File: config.mk
export PLATFORM = sky130hd
export DESIGN_NAME = ami
export DESIGN_NICKNAME = d
export VERILOG_FILES = /design/src/rtl/ami.sv
export SDC_FILE = /design/constraint.sdc
export NUM_CORES = 1
export LEC_CHECK = 0
export CAP_MARGIN = 20
export CELL_PAD_IN_SITES_DETAIL_PLACEMENT = 1
export CELL_PAD_IN_SITES_GLOBAL_PLACEMENT = 1
export CORE_AREA = 5 5 313 315
export CTS_CLUSTER_SIZE = 16
export DETAILED_ROUTE_END_ITERATION = 10
export DIE_AREA = 0 0 318 320
export PLACE_DENSITY_LB_ADDON = 0.1
export SLEW_MARGIN = 20
export SYNTH_ARGS = -nofsm -noshare
export SYNTH_HDL_FRONTEND = slang
export SYNTH_SLANG_ARGS = --single-unit
File: constraint.sdc
create_clock -name ACLK -period 5.41 [get_ports ACLK]
set_input_delay 0.8115 -clock ACLK [delete_from_list [all_inputs] [get_ports ACLK]]
set_output_delay 0.8115 -clock ACLK [all_outputs]
set_load 0.1 [all_outputs]
File: src/rtl/ami.sv
// AXI4 master bridge: converts user burst commands into single-outstanding INCR
// write and read bursts, with independent write and read engines.
module ami #(
    parameter int AXI_DW     = 128,
    parameter int AXI_AW     = 32,
    parameter int AXI_IW     = 8,
    parameter int AXI_LW     = 8,
    parameter int AXI_SW     = 3,
    parameter int AMI_ID     = 0,
    parameter int AXI_WSTRBW = AXI_DW / 8
) (
    input  logic                  ACLK,
    input  logic                  ARESETn,
    // write address
    output logic [AXI_IW-1:0]     AWID,
    output logic [AXI_AW-1:0]     AWADDR,
    output logic [AXI_LW-1:0]     AWLEN,
    output logic [AXI_SW-1:0]     AWSIZE,
    output logic [1:0]            AWBURST,
    output logic                  AWLOCK,
    output logic [3:0]            AWCACHE,
    output logic [2:0]            AWPROT,
    output logic [3:0]            AWQOS,
    output logic [3:0]            AWREGION,
    output logic                  AWVALID,
    input  logic                  AWREADY,
    // write data
    output logic [AXI_DW-1:0]     WDATA,
    output logic [AXI_WSTRBW-1:0] WSTRB,
    output logic                  WLAST,
    output logic                  WVALID,
    input  logic                  WREADY,
    // write response
    input  logic [AXI_IW-1:0]     BID,
    input  logic [1:0]            BRESP,
    input  logic                  BVALID,
    output logic                  BREADY,
    // read address
    output logic [AXI_IW-1:0]     ARID,
    output logic [AXI_AW-1:0]     ARADDR,
    output logic [AXI_LW-1:0]     ARLEN,
    output logic [AXI_SW-1:0]     ARSIZE,
    output logic [1:0]            ARBURST,
    output logic                  ARLOCK,
    output logic [3:0]            ARCACHE,
    output logic [2:0]            ARPROT,
    output logic [3:0]            ARQOS,
    output logic [3:0]            ARREGION,
    output logic                  ARVALID,
    input  logic                  ARREADY,
    // read data
    input  logic [AXI_IW-1:0]     RID,
    input  logic [AXI_DW-1:0]     RDATA,
    input  logic [1:0]            RRESP,
    input  logic                  RLAST,
    input  logic                  RVALID,
    output logic                  RREADY,
    // user write side
    input  logic                  usr_wcmd_valid,
    output logic                  usr_wcmd_ready,
    input  logic [AXI_AW-1:0]     usr_wcmd_addr,
    input  logic [AXI_LW-1:0]     usr_wcmd_len,
    input  logic [AXI_SW-1:0]     usr_wcmd_size,
    input  logic [AXI_DW-1:0]     usr_wdata,
    input  logic [AXI_WSTRBW-1:0] usr_wstrb,
    input  logic                  usr_wvalid,
    output logic                  usr_wready,
    output logic                  usr_wdone,
    output logic [1:0]            usr_wresp,
    // user read side
    input  logic                  usr_rcmd_valid,
    output logic                  usr_rcmd_ready,
    input  logic [AXI_AW-1:0]     usr_rcmd_addr,
    input  logic [AXI_LW-1:0]     usr_rcmd_len,
    input  logic [AXI_SW-1:0]     usr_rcmd_size,
    output logic [AXI_DW-1:0]     usr_rdata,
    output logic                  usr_rlast,
    output logic                  usr_rvalid,
    input  logic                  usr_rready,
    output logic                  usr_rdone,
    output logic [1:0]            usr_rresp
);

    localparam logic [AXI_IW-1:0] ID     = AXI_IW'(AMI_ID);
    localparam int                SZ_MAX = $clog2(AXI_WSTRBW);
    localparam int                SPW    = AXI_LW + 1 + (2 ** AXI_SW);
    localparam int                EW     = SPW + 1;

    typedef enum logic [1:0] {W_IDLE, W_ADDR, W_DATA, W_RESP} wstate_t;
    typedef enum logic [1:0] {R_IDLE, R_ADDR, R_DATA} rstate_t;

    // Burst is illegal if beats are wider than the bus or the byte span crosses a 4KB page.
    function automatic logic cmd_err(input logic [11:0] off, input logic [AXI_LW-1:0] len,
                                     input logic [AXI_SW-1:0] size);
        logic [SPW-1:0] span;
        logic [EW-1:0]  end_addr;
        span     = SPW'({1'b0, len} + 1'b1) << size;
        end_addr = EW'(off) + EW'(span);
        return (size > AXI_SW'(SZ_MAX)) || (end_addr > EW'(4096));
    endfunction

    wstate_t           wstate, wstate_nx;
    rstate_t           rstate, rstate_nx;
    logic [AXI_LW-1:0] wcnt, rcnt;
    logic [AXI_AW-1:0] aw_addr, ar_addr;
    logic [AXI_LW-1:0] aw_len, ar_len;
    logic [AXI_SW-1:0] aw_size, ar_size;
    logic              wdone, rdone;
    logic [1:0]        wresp, rresp;
    logic [1:0]        racc, racc_nx, beat_resp;
    logic              wcmd_acc, rcmd_acc, werr, rerr, w_hs, r_hs;

    assign werr = cmd_err(usr_wcmd_addr[11:0], usr_wcmd_len, usr_wcmd_size);
    assign rerr = cmd_err(usr_rcmd_addr[11:0], usr_rcmd_len, usr_rcmd_size);

    assign AWID     = ID;
    assign AWADDR   = aw_addr;
    assign AWLEN    = aw_len;
    assign AWSIZE   = aw_size;
    assign AWBURST  = 2'b01;
    assign AWLOCK   = 1'b0;
    assign AWCACHE  = 4'd0;
    assign AWPROT   = 3'd0;
    assign AWQOS    = 4'd0;
    assign AWREGION = 4'd0;
    assign WDATA    = usr_wdata;
    assign WSTRB    = usr_wstrb;

    assign ARID     = ID;
    assign ARADDR   = ar_addr;
    assign ARLEN    = ar_len;
    assign ARSIZE   = ar_size;
    assign ARBURST  = 2'b01;
    assign ARLOCK   = 1'b0;
    assign ARCACHE  = 4'd0;
    assign ARPROT   = 3'd0;
    assign ARQOS    = 4'd0;
    assign ARREGION = 4'd0;
    assign usr_rdata = RDATA;
    assign usr_rlast = RLAST;

    assign usr_wdone = wdone;
    assign usr_wresp = wresp;
    assign usr_rdone = rdone;
    assign usr_rresp = rresp;

    // Command ready is withheld during reset and for the cycle the done pulse is shown.
    always_comb begin
        wstate_nx      = wstate;
        usr_wcmd_ready = 1'b0;
        wcmd_acc       = 1'b0;
        AWVALID        = 1'b0;
        WVALID         = 1'b0;
        usr_wready     = 1'b0;
        WLAST          = 1'b0;
        BREADY         = 1'b0;
        w_hs           = 1'b0;
        case (wstate)
            W_IDLE: begin
                usr_wcmd_ready = ARESETn && !wdone;
                wcmd_acc       = usr_wcmd_valid && usr_wcmd_ready;
                if (wcmd_acc && !werr) wstate_nx = W_ADDR;
            end
            W_ADDR: begin
                AWVALID = 1'b1;
                if (AWREADY) wstate_nx = W_DATA;
            end
            W_DATA: begin
                WVALID     = usr_wvalid;
                usr_wready = WREADY;
                WLAST      = (wcnt == aw_len);
                w_hs       = usr_wvalid && WREADY;
                if (w_hs && WLAST) wstate_nx = W_RESP;
            end
            W_RESP: begin
                BREADY = 1'b1;
                if (BVALID) wstate_nx = W_IDLE;
            end
            default: wstate_nx = W_IDLE;
        endcase
    end

    always_ff @(posedge ACLK) begin
        if (!ARESETn) begin
            wstate  <= W_IDLE;
            wcnt    <= '0;
            aw_addr <= '0;
            aw_len  <= '0;
            aw_size <= '0;
            wdone   <= 1'b0;
            wresp   <= 2'b00;
        end else begin
            wstate <= wstate_nx;
            wdone  <= 1'b0;
            if (wcmd_acc) begin
                aw_addr <= usr_wcmd_addr;
                aw_len  <= usr_wcmd_len;
                aw_size <= usr_wcmd_size;
                wcnt    <= '0;
                if (werr) begin
                    wdone <= 1'b1;
                    wresp <= 2'b10;
                end
            end
            if (w_hs) wcnt <= wcnt + 1'b1;
            if (wstate == W_RESP && BVALID) begin
                wdone <= 1'b1;
                wresp <= (BID != ID) ? 2'b10 : BRESP;
            end
        end
    end

    // Early RLAST or a foreign RID is escalated to at least SLVERR.
    always_comb begin
        rstate_nx      = rstate;
        usr_rcmd_ready = 1'b0;
        rcmd_acc       = 1'b0;
        ARVALID        = 1'b0;
        RREADY         = 1'b0;
        usr_rvalid     = 1'b0;
        r_hs           = 1'b0;
        beat_resp      = RRESP;
        racc_nx        = racc;
        case (rstate)
            R_IDLE: begin
                usr_rcmd_ready = ARESETn && !rdone;
                rcmd_acc       = usr_rcmd_valid && usr_rcmd_ready;
                if (rcmd_acc && !rerr) rstate_nx = R_ADDR;
            end
            R_ADDR: begin
                ARVALID = 1'b1;
                if (ARREADY) rstate_nx = R_DATA;
            end
            R_DATA: begin
                usr_rvalid = RVALID;
                RREADY     = usr_rready;
                r_hs       = RVALID && usr_rready;
                if ((RLAST && rcnt != ar_len) || RID != ID)
                    beat_resp = (RRESP > 2'b10) ? RRESP : 2'b10;
                racc_nx = (beat_resp > racc) ? beat_resp : racc;
                if (r_hs && RLAST) rstate_nx = R_IDLE;
            end
            default: rstate_nx = R_IDLE;
        endcase
    end

    always_ff @(posedge ACLK) begin
        if (!ARESETn) begin
            rstate  <= R_IDLE;
            rcnt    <= '0;
            racc    <= 2'b00;
            ar_addr <= '0;
            ar_len  <= '0;
            ar_size <= '0;
            rdone   <= 1'b0;
            rresp   <= 2'b00;
        end else begin
            rstate <= rstate_nx;
            rdone  <= 1'b0;
            if (rcmd_acc) begin
                ar_addr <= usr_rcmd_addr;
                ar_len  <= usr_rcmd_len;
                ar_size <= usr_rcmd_size;
                rcnt    <= '0;
                racc    <= 2'b00;
                if (rerr) begin
                    rdone <= 1'b1;
                    rresp <= 2'b10;
                end
            end
            if (r_hs) begin
                rcnt <= rcnt + 1'b1;
                racc <= racc_nx;
                if (RLAST) begin
                    rdone <= 1'b1;
                    rresp <= racc_nx;
                end
            end
        end
    end

endmodule
# After elaboration in Yosys (flattened, before gate mapping)
# Cells that the tools add are included.
[classes]
shift = 2
n_eq_ne = 14
mux = 49
order_cmp = 6
reduce_logical = 30
n_addsub = 6
[op_table]
columns = ["operator", "count"]
rows = [
  ["2-bit two-way mux", 22],
  ["12-bit by 17-bit adder with 18-bit output", 2],
  ["18-bit by 13-bit greater-than comparator with 1-bit output, second input constant", 2],
  ["9-bit by 3-bit << shifter with 17-bit output", 2],
  ["8-bit two-way mux", 4],
  ["1-bit two-way mux", 21],
  ["8-bit by 1-bit adder with 9-bit output, second input constant", 2],
  ["8-bit by 1-bit adder with 8-bit output, second input constant", 2],
  ["8-bit nonzero test", 2],
  ["2-bit != test, second input constant", 7],
  ["1-bit logical AND", 12],
  ["8-bit == test", 1],
  ["8-bit != test", 1],
  ["2-bit case mux with 4 select lines", 1],
  ["2-bit nonzero test", 4],
  ["2-bit == test, second input constant", 3],
  ["3-bit greater-than comparator, second input constant", 2],
  ["2-bit case mux with 3 select lines", 1],
  ["2-bit by 1-bit == test with 1-bit output, second input constant", 2],
  ["1-bit zero test", 4],
  ["2-bit zero test", 2],
  ["4-bit AND reduction", 1],
  ["1-bit logical OR", 3],
  ["3-bit AND reduction", 1],
  ["3 further kinds", 3],
]
[word_totals]
regBits = 114
out_inout_bits = 427

# Depth between registers and ports, before layout
# Gate-level depths: netlist (run 1).
[logic_depth]
depth_word = 10
mapped_depth = 20
depth_no_buf = 19

# Worst setup path after synthesis (run 1)
# No wires, ideal clock.
[synth_timing]
kind = "in2reg"
from = "input port ARESETn"
to = "register racc[1]"
t_arrival_ns = 5.406
required_time_ns = 5.295
path_slack_ns = -0.111
cell_stages = 7
path_cell_list = "clkbuf_1 nor4b_1 nand2_1 clkbuf_1 nand3_1 o21ai_0 and2_1"
[synth_via]
elab_chain_cells = 4
[synth_lines]
columns = ["element", "line", "rtl"]
rows = [
  ["start, declared", "13", "input logic ARESETn,"],
  ["1-bit logical AND", "226", "usr_rcmd_ready = ARESETn && !rdone;"],
  ["1-bit logical AND", "227", "rcmd_acc = usr_rcmd_valid && usr_rcmd_ready;"],
  ["1-bit two-way mux", "224", "case (rstate)"],
  ["2-bit nonzero test (no line)", "-", ""],
  ["end signal, assigned", "273", "racc <= racc_nx;"],
  ["end, declared", "110", "logic [1:0] racc, racc_nx, beat_resp;"],
]
# Several ways; a longest one is shown, not always the timed one.
# A chain may end at the register's enable or synchronous reset.

# Worst setup path in the final report (run 1)
[layout_timing]
from = "input port usr_wcmd_len[0]"
to = "register wresp[1] (netlist: usr_wresp[1])"
[layout_via]
elab_chain_cells = 7
[layout_lines]
columns = ["element", "line", "rtl"]
rows = [
  ["start, declared", "62", "input logic [AXI_LW-1:0] usr_wcmd_len,"],
  ["8-bit by 1-bit adder with 9-bit output", "97", "span = SPW'({1'b0, len} + 1'b1) << size;"],
  ["9-bit by 3-bit << shifter with 17-bit output", "97", ""],
  ["12-bit by 17-bit adder with 18-bit output", "98", "end_addr = EW'(off) + EW'(span);"],
  ["18-bit by 13-bit greater-than comparator with 1-bit output", "99", "return (size > AXI_SW'(SZ_MAX)) || (end_addr > EW'(4096));"],
  ["1-bit logical OR", "99", ""],
  ["2-bit nonzero test (no line)", "-", ""],
  ["2-bit AND reduction (no line)", "-", ""],
  ["end signal, assigned", "208", "wresp <= (BID != ID) ? 2'b10 : BRESP;"],
  ["end, declared", "109", "logic [1:0] wresp, rresp;"],
]
# Every way passes these cells.

==> summary.md, run 1 <==
| Metric | Value |
|---|---|
| P_leak | 0.00417 µW |
| Row cnt | 113 |
| Rel. slew slack | 25.9% |
| Flops & latches, synth | 114 |
| Total design power | 3370 µW |
| CP Launch Type | primary input |
| Setup Buffers After CTS | 0 |
| CP required | approximately 5800 ps |
| Fillers | 11,200 |
| Min-delay src | ARADDR[25]$_SDFFE_PN0P_ |
| Worst hold path endpoint | ARADDR[25]$_SDFFE_PN0P_ |
| Pwr Density | 282 mW/mm² |
| EDFF count, synth | 0 |
| Tcrit/Tclk final | around 90% |
| DR WL/cell | 17.3 µm |
| Worst Skew | 13.7 ps |
| FF-to-FF Start | ARLEN[7]$_SDFFE_PN0P_ |
| Vias in the first global route | 9,081 |
| Max H-tree Level | 4 |
| Syn avg cell area | 7.60 µm² |
| FFs w/ async S/R, synth | 0% |
| Mapped cell area | 0.00971 mm² |
| # DRC | 0 |
| Ports | 817 |
| Die Wd | roughly 320 µm |
| Placer Congestion | 0.676 |
| Port-buffer cells | 220 |
| WHS Path Cells | 2 |
| Critical Path End Type | flop |
| Core box area | 0.0946 mm² |
| Post-CTS Hold Buffers | 0 |
| CP max FO | 10 |
| DRT Wirelength | 43,600 µm |
| Reg2reg setup slack | 2920 ps |
| Max Freq | 206 MHz |
| Clk sinks | 114 |
| Die height | 320 µm |
| Post-DRT Antenna Nets | 0 |
| Worst flop-to-flop path endpoint | usr_rresp[0]$_SDFF_PN0_ |
| Ys flop type | dfxtp_1 |
| Clock root buffer | clkbuf_16 |
| Critical path arrival | 5240 ps |
| Worst-case clock buffer depth | 2 |
| Fin. Hold Viols | 0 |
| Pre-Repair DR Iteration Count | 4 |
| Reg2reg path depth | 11 |
| Pin count of the biggest net entering global routing | between 100 and 150 |
| Slew Viols, Final | 0 |
| Synth Warn # | 0 |
| Post-Place Worst Slack | 28.2 ps |
| Setup TNS | 0 ps |
| Layout cell share with drive strength beyond 1 | 8.41% |
| Initial antenna violation count | 8 |
| RSZ-0062 raised after global routing | false |
| Via-to-Cell Ratio | 3.24 |
| Total gr overflow | 0 |
| Status | complete, no violations |
| Detailed placement HPWL | 34,200 µm |
| Worst hold slack | 466 ps |
| VDD IR max | 0.241 mV |
| Area Overhead vs Synth | 23.3% |
| Crit Path Class | primary input to flop |
| Via count | 8,146 |
| Synth Instances | between 1,000 and 1,500 |
| Final setup fails | 0 |
| CTS tree | done |
| Max-Cap Viols | 0 |
| Initial core utilization | 10.3% |
| Crit path from | usr_wcmd_len[0] |
| Layout Cells excl Fill | roughly 2,500 |
| Hold WC Path Type | flop to flop |
| Placed Cells | 2,481 |
| First-pass GRT wire length | 63,300 µm |
| Clk_lat worst skew | 500 ps |
| GR Util All Layers | between 8 and 9% |
| Post-CTS resize count | 0 |
| Post-route setup slack | 544 ps |
| Crit path time final | slightly below 5000 ps |
| Count of cell types in the netlist | around 70 |
| Reg clk slew, reported paths | around 70 ps |
| Total CTS buffers | 17 |
| Slew @ Worst Pin | 1110 ps |
| Initial DRC Count | around 200 |
| Die area | 0.102 mm² |
| Sequential fraction of the synthesis area | 23.5% |
| Final nets | 1,664 |
cell families (layout without fill, tap and decap cells):
logic type | count (synthesis) | after routing | synth area share (%)
buffers and inverters | 407 | 327 | 28.4
xor gates and xnor gates | 37 | 37 | 3.34
and+or+nand+nor | 404 | 404 | 18.9
DFF | 114 | 114 | 23.5
adders and majority gates | 39 | 39 | 5.18
AOI/OAI and AO/OA | 256 | 256 | 18.7
other | 2 | 55 | 0.0773
muxes | 19 | 19 | 1.98
metal layers:
| metal | share of wire (%) | wire length [µm] | vias to the layer above | GRT usage [%] |
|---|---|---|---|---|
| li1 | - | - | 3862 | - |
| met1 | 39 | 16800 | 3808 | 8.84 |
| met2 | 47 | 20300 | 375 | 13.7 |
| met3 | 11 | 4900 | 91 | 4.90 |
| met4 | 3.0 | 1290 | 10 | 3.67 |
| met5 | 0.49 | 213 | - | 1.48 |
registers in the layout (all words and copies together) (netlist names):
signal	count
wstate	2
wcnt	8
racc	2
usr_wdone	1
AWLEN	8
AWSIZE	3
usr_rresp	2
AWADDR	32
ARADDR	32
usr_wresp	2
rcnt	8
rstate	2
ARLEN	8
usr_rdone	1
ARSIZE	3
placed cells by master (no fill, tap or decap), types with 4 or more instances in the layout:
master,count
a21boi_0,93
o22ai_1,4
clkinv_4,4
a31oi_1,10
nand3_1,38
o21ai_0,43
a21oi_1,30
nor3_1,13
inv_1,21
dfxtp_1,114
xnor2_1,22
a211oi_1,9
a21o_1,9
clkdlybuf4s50_1,217
nor4_1,7
and2_1,15
ha_1,37
nor2b_1,11
conb_1,52
o21ai_1,6
o2111a_1,4
nor2_1,44
clkbuf_16,17
inv_6,5
nand2_1,225
nand4_1,9
mux2i_1,17
xor2_1,15
clkinvlp_4,4
and4_1,5
o211ai_1,11
buf_4,53
and3_1,9
nand2b_1,7
cell usage after synthesis (all sizes together), types with 4 or more instances:
cell type / instances / share of area, %
ha: 37 / 4.8
nor3: 13 / 0.67
xor2: 15 / 1.4
buf: 333 / 26
dfxtp: 114 / 23
a21o: 9 / 0.70
o22ai: 4 / 0.26
a221oi: 4 / 0.43
nand2b: 7 / 0.45
nor2: 44 / 1.7
a21oi: 30 / 1.5
and2: 17 / 1.1
xnor2: 22 / 2.0
o2111a: 4 / 0.46
mux2i: 17 / 1.8
nand4: 10 / 0.71
a311oi: 4 / 0.43
o211ai: 13 / 1.1
nand2: 227 / 8.8
a211oi: 9 / 0.70
a21boi: 93 / 7.2
nor2b: 11 / 0.71
and4: 5 / 0.45
o21ai: 49 / 2.5
and3: 10 / 0.64
nand3: 39 / 2.1
a2111oi: 4 / 0.49
a31oi: 10 / 0.64
clkbuf: 50 / 1.9
inv: 23 / 0.89
nor4: 7 / 0.45
worst max-delay path, cell delays in order:
cell	delay (ps)
clkdlybuf4s50_1	580
nand4_2	120
o21ai_0	310
o21ai_0	210
mux2_2	320
mux2i_1	180
o21ai_0	150
ha_1	430
nor3b_1	190
a31oi_1	160
o2111a_1	240
o311ai_1	120
a2111oi_2	440
buf_4	180
a211oi_1	70
a311oi_2	210
buf_4	180
o21ai_1	90
o221a_1	260
worst max-delay path by stage:
stage | to | slack, ps | cells past startpoint
CTS | usr_wresp[1]$_SDFFE_PN0P_ | 580 | 19
global route | usr_wresp[1]$_SDFFE_PN0P_ | 180 | 19
finish | usr_wresp[1]$_SDFFE_PN0P_ | 540 | 19
floorplan | usr_wresp[1]$_SDFFE_PN0P_ | 1200 | 18
detailed placement | usr_wresp[1]$_SDFFE_PN0P_ | 30 | 19
global placement | usr_wresp[1]$_SDFFE_PN0P_ | 70 | 19
layout make-up:
type	count	area, µm²	area share (%)
timing repair buffer	271	2590	21.6
inverter	24	90.1	0.752
clock inverter	15	125	1.04
clock buffer	17	425	3.55
multi-input combinational	807	4870	40.7
antenna	3	7.51	0.0627
sequential	114	2280	19.1
tap	1265	1580	13.2
stage by stage:
stage	utilization [%]	area (µm²)
after floorplan	-	9910
after global placement	12.1	11400
after detailed placement	12.1	11400
after CTS	12.7	12000
after global routing	12.7	12000
final	12.7	12000
power breakdown:
group	internal [µW]	leakage, µW	switching (µW)
Sequential	888	0.000928	33.3
Clock	594	0.000259	553
Combinational	365	0.00299	937
Total	1850	0.00417	1520
(Power assumes the default switching activity.)
==> run 2: changes to the inputs <==
Settings changed: ABC_CLOCK_PERIOD_IN_PS set to 5410.
==> results of run 2 <==
Same layout as run 1: the final DEF is identical, and so are final timing and power.
==> run 3: changes to the inputs <==
Settings changed: GPL_TIMING_DRIVEN set to 0, SLEW_MARGIN 20 to unset.
==> run 3 against run 2 <==
Effect of this change:
- worst hold slack got worse by 3.4 ps
- combinational power increased by 92%
- first-iteration DRC count increased by 26%
- clock skew about the same
- global-route usage increased by 1.8 points
- wire length increased by 26%
- via count increased by 27%
- non-clock buffer count increased by 597
- core utilization increased by 5.3 points
- sequential share of layout area decreased by 5.6 points
- largest cell class is now buffers
==> summary.md, run 3 (synthesis results as in run 1) <==
| Metric | Value |
|---|---|
| Max Freq | 197 MHz (was 206 MHz) |
| Clk_lat worst skew | 470 ps (was 500 ps) |
| Total gr overflow | 0 (unchanged) |
| Initial antenna violation count | 9 (was 8) |
| GR Util All Layers | 10.3% (was 8.44%) |
| Core box area | 0.0946 mm² (unchanged) |
| Post-DRT Antenna Nets | 0 (unchanged) |
| Worst Skew | 13.3 ps (was 13.7 ps) |
| Most frequent cells in the layout | 481 x clkdlybuf4s50_1, 328 x buf_4, 227 x nand2_1, 114 x dfxtp_1, 93 x a21boi_0 (was 225 x nand2_1, 217 x clkdlybuf4s50_1, 114 x dfxtp_1, 93 x a21boi_0, 53 x buf_4) |
| Detailed placement HPWL | 47,000 µm (was 34,200 µm) |
| CP peak stage delay | 630 ps (was 580 ps) |
| Slew Viols, Final | 0 (unchanged) |
| Status | complete, no violations (unchanged) |
| Pre-Repair DR Iteration Count | 4 (unchanged) |
| CP max FO | 6 (was 10) |
| Crit Path Class | primary input to flop (unchanged) |
| Critical path arrival | 5430 ps (was 5240 ps) |
| Rel. slew slack | 25.3% (was 25.9%) |
| Die Wd | 318 µm (unchanged) |
| # DRC | 0 (unchanged) |
| Initial DRC Count | 255 (was 203) |
| Max-Cap Viols | 0 (unchanged) |
| Area Overhead vs Synth | 74.9% (was 23.3%) |
| DR WL/cell | 17.6 µm (was 17.3 µm) |
| CTS tree | done (unchanged) |
| Via count | 10,400 (was 8,146) |
| VDD IR max | 0.217 mV (was 0.241 mV) |
| Critical Path End Type | flop (unchanged) |
| Crit-path leading delay family | compound AO/OA/AOI/OAI gates (unchanged) |
| CP Launch Type | primary input (unchanged) |
| Placer Congestion | 0.716 (was 0.676) |
| Tcrit/Tclk final | 93.7% (was 89.9%) |
| P_leak | 0.00668 µW (was 0.00417 µW) |
| Die area | 0.102 mm² (unchanged) |
| Total design power | 4570 µW (was 3370 µW) |
| Hold WC Path Type | flop to flop (unchanged) |
| Port-buffer cells | 482 (was 220) |
| Most common cell after layout, fill and taps aside | clkdlybuf4s50_1 (was nand2_1) |
| Pin count of the biggest net entering global routing | 17 (was 117) |
| DRT Wirelength | 54,900 µm (was 43,600 µm) |
| Max H-tree Level | 4 (unchanged) |
| Vias in the first global route | 11,400 (was 9,081) |
| Crit path time final | 5070 ps (was 4870 ps) |
| Slew @ Worst Pin | 1120 ps (was 1110 ps) |
| CP required | 5770 ps (was 5790 ps) |
| Critical-path cell with the highest stage delay | clkdlybuf4s50_1 (unchanged) |
| Final nets | 2,261 (was 1,664) |
| Layout cell share with drive strength beyond 1 | 20.9% (was 8.41%) |
| Setup TNS | 0 ps (unchanged) |
| Pwr Density | 269 mW/mm² (was 282 mW/mm²) |
| Final setup fails | 0 (unchanged) |
| Cell Chain, Critical Path | clkdlybuf4s50_1, ha_2, nand3_2, nor2_1, xnor2_1, mux2_2, mux2i_1, mux2i_1, ha_1, a21o_1, a211oi_1, o311ai_1, a2111oi_2, nand3_1, a311oi_4, o21ai_1, o221a_1 (was clkdlybuf4s50_1, nand4_2, o21ai_0, o21ai_0, mux2_2, mux2i_1, o21ai_0, ha_1, nor3b_1, a31oi_1, o2111a_1, o311ai_1, a2111oi_2, buf_4, a211oi_1, a311oi_2, buf_4, o21ai_1, o221a_1) |
| Reg clk slew, reported paths | 70 ps (about the same) |
| Ports | 817 (unchanged) |
| Post-CTS Hold Buffers | 0 (unchanged) |
| Crit path buf inv count | 1 (was 3) |
| Via-to-Cell Ratio | 3.33 (was 3.24) |
| Row cnt | 113 (unchanged) |
| RSZ-0062 raised after global routing | false (unchanged) |
| CP dominant cell by count | mux2i_1 (was o21ai_0) |
| First-pass GRT wire length | 78,600 µm (was 63,300 µm) |
| Clk sinks | 114 (unchanged) |
| Die height | 320 µm (unchanged) |
| Total CTS buffers | 17 (unchanged) |
| Worst-case clock buffer depth | 2 (unchanged) |
| Fin. Hold Viols | 0 (unchanged) |
| Clock root buffer | clkbuf_16 (unchanged) |
| Initial core utilization | 10.3% (unchanged) |
[run 3: cell types whose count changed in the layout (fill, tap and decap cells not counted), sizes merged]
cell           previous run  this run
dlymetal6s2s              0         1
clkbuf                   17        67
clkinv                    6         7
buf                      54       337
bufinv                    0         1
clkdlybuf4s50           217       481
inv                      29        26
diode                     3         4
[run 3: repair_timing]
item,CTS,global route
gates resized for setup,1,6
setup buffers,0,1
pin swaps,0,2
endpoints found under the setup margin,1,9
gates cloned,0,0
[run 3: power breakdown]
group	leakage (µW)	switching, µW	total [µW]	internal (µW)
clock network	0.000269	512	1160	647
logic	0.00548	1820	2490	661
registers	0.000928	33.7	922	888
total	0.00668	2370	4570	2200
[run 3: per-stage QoR]
| stage | std cells | cell area (µm²) | util [%] | hold WS [ps] | worst slack (ps) |
|---|---|---|---|---|---|
| detailed placement | 3078 | 16400 | 17.3 | 461 | -564 |
| finish | 3114 | 17000 | 18.0 | 463 | 342 |
| CTS | 3110 | 17000 | 17.9 | 470 | 31.3 |
| global route | 3110 | 17000 | 18.0 | 487 | 12.4 |
| floorplan | 1328 | 9910 | - | 463 | 1200 |
| global placement | 3075 | 16300 | 17.2 | 453 | -552 |
[run 3: layer usage]
metal  GRT usage (%)  vias to the layer above  wire length, µm
li1                -                     5078                -
met5               0                        -               38
met2            19.5                      348            29400
met3            3.49                       32             3960
met4            2.63                        8              698
met1            10.9                     4896            20800
[run 3: cell type report]
| cell class | instances | area (µm²) |
|---|---|---|
| multi-input cells | 807 | 4890 |
| plain buffers | 382 | 2670 |
| inverters | 24 | 90.1 |
| diodes | 4 | 10.0 |
| repair buffers | 486 | 4900 |
| fillers | 11200 | 77600 |
| flip-flops and latches | 114 | 2280 |
| clock inverters | 14 | 131 |
| well taps | 1265 | 1580 |
| clock buffers | 18 | 439 |
[run 3: worst paths after layout]
path / cells past startpoint / startpoint / endpoint / slack [ps]
max reg2reg: 6 / rstate[1]$_SDFFE_PN0P_ / ARSIZE[2]$_SDFFE_PN0P_ / 2520
min: 2 / ARADDR[13]$_SDFFE_PN0P_ / ARADDR[13]$_SDFFE_PN0P_ / 460
max: 17 / usr_wcmd_len[1] / usr_wresp[1]$_SDFFE_PN0P_ / 340
min reg2reg: 2 / ARADDR[13]$_SDFFE_PN0P_ / ARADDR[13]$_SDFFE_PN0P_ / 460
[run 3: tightest hold or removal path: cells and delay by family, from the launching register on]
| family | cells | cell delay [ps] |
|---|---|---|
| AO/OA/AOI/OAI | 1 | 60 |
| flip-flops | 1 | 310 |
| AND/OR/NAND/NOR | 1 | 50 |
